===== src/rtl/global_buffer_param.sv =====
// GLB core tunables and the write-port arbitration grant encoding.
package global_buffer_param;

  localparam int STRM_FIFO_DEPTH_DEF = 4;
  localparam int STALL_WIDTH_DEF     = 4;

  typedef enum logic [1:0] {
    GNT_NONE = 2'd0,
    GNT_STRM = 2'd1,
    GNT_PROC = 2'd2
  } gnt_t;

endpackage


===== src/rtl/global_buffer_pkg.sv =====
// Shared GLB packet types: the bank write packet used by every write path.
package global_buffer_pkg;

  localparam int BANK_STRB_WIDTH = 8;
  localparam int BANK_ADDR_WIDTH = 16;
  localparam int BANK_DATA_WIDTH = 64;

  typedef struct packed {
    logic                       wr_en;
    logic [BANK_STRB_WIDTH-1:0] wr_strb;
    logic [BANK_ADDR_WIDTH-1:0] wr_addr;
    logic [BANK_DATA_WIDTH-1:0] wr_data;
  } wr_packet_t;

endpackage


===== src/rtl/glb_sync_fifo.sv =====
// Single-clock FIFO, registered head, no write-to-read bypass.
// Push while full is accepted only when a pop happens in the same cycle.
module glb_sync_fifo #(
  parameter int WIDTH = 8,
  parameter int DEPTH = 4,
  localparam int AW   = $clog2(DEPTH),
  localparam int CW   = $clog2(DEPTH) + 1
) (
  input  logic             clk,
  input  logic             reset,
  input  logic             push,
  input  logic [WIDTH-1:0] push_data,
  input  logic             pop,
  output logic [WIDTH-1:0] pop_data,
  output logic             full,
  output logic             empty,
  output logic [CW-1:0]    count
);

  logic [WIDTH-1:0] mem [DEPTH];
  logic [AW-1:0]    wr_ptr;
  logic [AW-1:0]    rd_ptr;
  logic             do_wr;
  logic             do_rd;

  assign empty    = (count == '0);
  assign full     = (count == CW'(DEPTH));
  assign do_rd    = pop && !empty;
  assign do_wr    = push && (!full || do_rd);
  assign pop_data = mem[rd_ptr];

  // DEPTH is a power of two, so pointer rollover is the modulo wrap.
  always_ff @(posedge clk or posedge reset) begin
    if (reset) begin
      wr_ptr <= '0;
      rd_ptr <= '0;
      count  <= '0;
    end else begin
      if (do_wr) wr_ptr <= wr_ptr + AW'(1);
      if (do_rd) rd_ptr <= rd_ptr + AW'(1);
      if (do_wr && !do_rd)      count <= count + CW'(1);
      else if (do_rd && !do_wr) count <= count - CW'(1);
    end
  end

  always_ff @(posedge clk) begin
    if (do_wr) mem[wr_ptr] <= push_data;
  end

endmodule


===== src/rtl/glb_core_wr_arbiter.sv =====
// Arbitrates the GLB bank write port between buffered store-DMA writes and held
// processor writes; stream wins unless the processor has lost cfg_arb_max_stall times.
module glb_core_wr_arbiter
  import global_buffer_pkg::*;
  import global_buffer_param::*;
#(
  parameter int STRM_FIFO_DEPTH = STRM_FIFO_DEPTH_DEF,
  parameter int STALL_WIDTH     = STALL_WIDTH_DEF,
  localparam int CNT_W          = $clog2(STRM_FIFO_DEPTH) + 1
) (
  input  logic                   clk,
  input  logic                   reset,
  input  logic                   clk_en,
  input  wr_packet_t             strm_wr_packet,
  input  wr_packet_t             proc_wr_packet,
  output logic                   proc_wr_rdy,
  output wr_packet_t             bank_wr_packet,
  input  logic [STALL_WIDTH-1:0] cfg_arb_max_stall,
  output logic [CNT_W-1:0]       strm_fifo_cnt,
  output logic                   strm_overflow_pulse
);

  logic                   fifo_push;
  logic                   fifo_pop;
  logic                   fifo_full;
  logic                   fifo_empty;
  wr_packet_t             strm_head;
  logic                   hold_valid;
  wr_packet_t             hold_pkt;
  logic [STALL_WIDTH-1:0] stall_cnt;
  logic                   proc_accept;
  gnt_t                   gnt;

  assign fifo_push   = clk_en && strm_wr_packet.wr_en;
  assign fifo_pop    = clk_en && (gnt == GNT_STRM);
  assign proc_wr_rdy = !hold_valid;
  assign proc_accept = clk_en && proc_wr_packet.wr_en && !hold_valid;

  glb_sync_fifo #(
    .WIDTH ($bits(wr_packet_t)),
    .DEPTH (STRM_FIFO_DEPTH)
  ) u_strm_fifo (
    .clk       (clk),
    .reset     (reset),
    .push      (fifo_push),
    .push_data (strm_wr_packet),
    .pop       (fifo_pop),
    .pop_data  (strm_head),
    .full      (fifo_full),
    .empty     (fifo_empty),
    .count     (strm_fifo_cnt)
  );

  always_comb begin
    gnt = GNT_NONE;
    if (!fifo_empty && hold_valid)
      gnt = (stall_cnt >= cfg_arb_max_stall) ? GNT_PROC : GNT_STRM;
    else if (!fifo_empty)
      gnt = GNT_STRM;
    else if (hold_valid)
      gnt = GNT_PROC;
  end

  always_ff @(posedge clk or posedge reset) begin
    if (reset) begin
      hold_valid          <= 1'b0;
      hold_pkt            <= '0;
      stall_cnt           <= '0;
      bank_wr_packet      <= '0;
      strm_overflow_pulse <= 1'b0;
    end else if (clk_en) begin
      // Accept and grant are exclusive: accept needs the hold register empty.
      if (proc_accept) begin
        hold_valid <= 1'b1;
        hold_pkt   <= proc_wr_packet;
      end else if (gnt == GNT_PROC) begin
        hold_valid <= 1'b0;
      end

      if (hold_valid && gnt != GNT_PROC) begin
        if (stall_cnt != {STALL_WIDTH{1'b1}}) stall_cnt <= stall_cnt + 1'b1;
      end else begin
        stall_cnt <= '0;
      end

      unique case (gnt)
        GNT_STRM: bank_wr_packet <= strm_head;
        GNT_PROC: bank_wr_packet <= hold_pkt;
        default:  bank_wr_packet <= '0;
      endcase

      strm_overflow_pulse <= fifo_push && fifo_full && !fifo_pop;
    end
  end

endmodule


===== config.mk =====
export PLATFORM = sky130hd
export DESIGN_NAME = glb_core_wr_arbiter
export DESIGN_NICKNAME = d
export VERILOG_FILES = /design/src/rtl/global_buffer_param.sv /design/src/rtl/global_buffer_pkg.sv /design/src/rtl/glb_sync_fifo.sv /design/src/rtl/glb_core_wr_arbiter.sv
export SDC_FILE = /design/constraint.sdc
export NUM_CORES = 1
export LEC_CHECK = 0
export ABC_AREA = 1
export CAP_MARGIN = 5
export CORE_MARGIN = 2
export CORE_UTILIZATION = 45
export DETAILED_ROUTE_END_ITERATION = 7
export PLACE_DENSITY = 0.67
export SLEW_MARGIN = 20
export SYNTH_ARGS = -nofsm -noshare
export SYNTH_HDL_FRONTEND = slang
export SYNTH_SLANG_ARGS = --single-unit

===== constraint.sdc =====
create_clock -name clk -period 17.58 [get_ports clk]
set_input_delay 3.516 -clock clk [delete_from_list [all_inputs] [get_ports clk]]
set_output_delay 3.516 -clock clk [all_outputs]
set_load 0.005 [all_outputs]

==> run summary <==
ratio of cells with drive above 1 in the final layout: 9.49%
Post-CTS Hold Buffers: 0
Post-Route WL: 54.1 mm
Max Root-Sink Buffers: 3
Cells after DPL: 2720
Clock Power Share: 26.7%
row cnt: 81
Worst Skew: 0.0226 ns
first-pass GRT wire length: 83.8 mm
TritonCTS Buffers: 55
max cap viols: 0
area of the multi-input gates: 5950 µm²
largest net degree at the start of global routing: 123
Routability Congestion: 0.770
worst hold path type: register to register
CP Data Arrival Time: 6.15 ns
PwrDens: 158 nW/µm²
register area share after synthesis: 70.3%
Post-synth EDFFs: 356
CP Launch Type: primary input
later-pin clock latency in the skew report: 0.62 ns
CTS Root Cell: clkbuf_16
Pre-antenna DRT Iters: 5
LEAKAGE: 10.6 nW
layout net count: 2351
Remaining DRCs: 0
Avg Inst Size Synth: 11.5 µm²
post_cts resized: 0
number of global-route vias before repair: 14800
most frequent cell after synthesis: nand2_1
Antenna Nets Post-Route: 0
DRT iter0 DRCs: 1256
FF/Latch Area: 15500 µm²
Final Hold Vio Count: 0
top cell type's share of synthesized area: 48.5%
sequential power share: 43.0%
vias: 14700
Crit. End Element: register
Final period util: 33.7%
final setup violation count: 0
Post-Synthesis Cells: 1918
pins over their slew limit: 0
status: completed
clk sink count: 547
CTS H-tree depth: 2
Yosys top cell by area: edfxtp_1
Cell Area, Synth: 22000 µm²
Setup Buffers After CTS: 0
Comb pwr share: 30.3%
Critical Path Fanout Max: 49
Async SR Flop Fraction: 34.9%
clk slew on worst S/H paths: 0.06 ns
Via density: 5.20
Design Area, Final: 27100 µm²
Core ar.: 48600 µm²
Main synth FF type: edfxtp_1
top cells by area, synth: edfxtp_1 49%, dfrtp_1 22%, nand2_1 8.1%
gr usage total: 21.5%
Mapped Nets: 2114
Switching Fraction: 33.5%
initial antenna violation count: 13
GRT overflow: 0
Crit Path Class: primary input to register
hold slack: 0.477 ns
non-filler instance count after layout: 2833
die area: 50700 µm²
Die H: 225 µm
Synth cell types: 26
I/O Buffers: 278
Crit path required time: 17.81 ns
Final HPWL DP: 32.0 mm
# IOs: 279
Switching Power: 0.00143 W
Placement Cell Area: 25300 µm²
Yosys reg bits: 547
crit path time final: 5.92 ns
CTS tree: done
Wirelength per Cell: 19.1 µm
internal power: 0.00285 W
Post-synth top cells: 473 x nand2_1, 356 x edfxtp_1, 275 x nor2_1
RSZ-0062 raised after global routing: no
area delta synth->final: 22.9%
Initial Utilization: 45.3%
filler cell count: 4100
die width: 225 µm
setup_tns: 0 ns
synth warn: 0
worst IR drop on VDD: 0.0000852 V
worst slew pin tran: 1.08 ns
Max Fclk: 169 MHz
Slew headroom: 28.0%
==> power groups by stage <==
stage,Clock [W],Combinational [W],Sequential [W]
3_3_place_gp,0,0.00128,0.00185
3_5_place_dp,0,0.00131,0.00186
2_1_floorplan,0,0.000865,0.00178
5_1_grt,0.00122,0.00147,0.00187
4_1_cts,0.00116,0.00131,0.00184
6_report,0.00114,0.00130,0.00184
==> cell families (layout without fill, tap and decap cells) <==
family	Yosys count	in the layout	synth area share, %
buffers and inverters	141	425	2.97
XOR/XNOR	5	5	0.199
flip-flops	547	547	70.3
other	0	9	0
adder cells (fa/ha/maj)	11	11	0.659
multiplexers	89	89	4.55
AO/OA/AOI/OAI	272	272	6.18
AND/OR/NAND/NOR	853	853	15.2
==> layout make-up <==
type	count	share of cell area, %
Antenna cell	9	0.0832
Clock buffer	78	5.71
Multi-Input combinational cell	1230	22.0
Tap cell	622	2.88
Sequential cell	547	57.2
Timing Repair Buffer	297	10.9
Inverter	24	0.388
Clock inverter	26	0.828
==> cell usage in the layout (no fill, tap or decap), types with 17 or more instances in the layout <==
cell type	n
o21ai_0	211
nor2_1	271
edfxtp_1	356
inv_1	20
buf_4	17
dfrtp_1	188
clkdlybuf4s50_1	277
mux2_2	89
o21ai_1	59
clkbuf_16	56
nand2_1	473
nand3_1	96
==> worst max-delay path, stage by stage <==
cell             delay, ns
clkdlybuf4s50_1       0.46
inv_1                 0.04
ha_1                  0.29
nand2_1               0.06
nand2_1               0.05
nor2_1                0.18
nand2_4               0.28
nand3_1               0.25
nand2_2               0.20
nor2_4                0.13
buf_4                 0.63
==> state kept, by name, indices dropped and copies added, names as in the netlist <==
| register | cells |
|---|---|
| u_strm_fifo.mem | 356 |
| bank_wr_packet | 89 |
| hold_pkt | 89 |
| stall_cnt | 4 |
| u_strm_fifo.count | 3 |
| u_strm_fifo.rd_ptr | 2 |
| u_strm_fifo.wr_ptr | 2 |
| hold_valid | 1 |
| strm_overflow_pulse | 1 |
==> through the flow <==
stage	total power [W]	worst slack [ns]	util, %
final	0.00428	11.66	55.6
after global routing	0.00456	11.49	55.6
after CTS	0.00432	11.69	55.6
after detailed placement	0.00317	11.05	51.9
after global placement	0.00313	11.09	51.8
after floorplan	0.00264	8.80	-
==> per-layer routing <==
metal | vias up | GRT usage (%) | wire length [µm]
li1 | 7011 | - | -
met1 | 7250 | 29.1 | 23700
met2 | 391 | 34.6 | 25800
met3 | 74 | 4.88 | 3500
met4 | 10 | 6.71 | 1080
met5 | - | 0 | 72
==> path summary, 6_finish.rpt <==
path	cells after the start	start	slack [ns]	end
worst min register to register	2	bank_wr_packet[17]	0.48	bank_wr_packet[17]
worst max-delay path	11	cfg_arb_max_stall[3]	11.66	u_strm_fifo.mem[3][48]
max in group asynchronous	3	reset	12.62	bank_wr_packet[10]
min in group asynchronous	2	reset	3.48	bank_wr_packet[73]
worst max register to register	8	u_strm_fifo.rd_ptr[0]	14.31	bank_wr_packet[6]
worst min-delay path	2	bank_wr_packet[17]	0.48	bank_wr_packet[17]
Note: power is estimated with default switching activity, not from simulation.
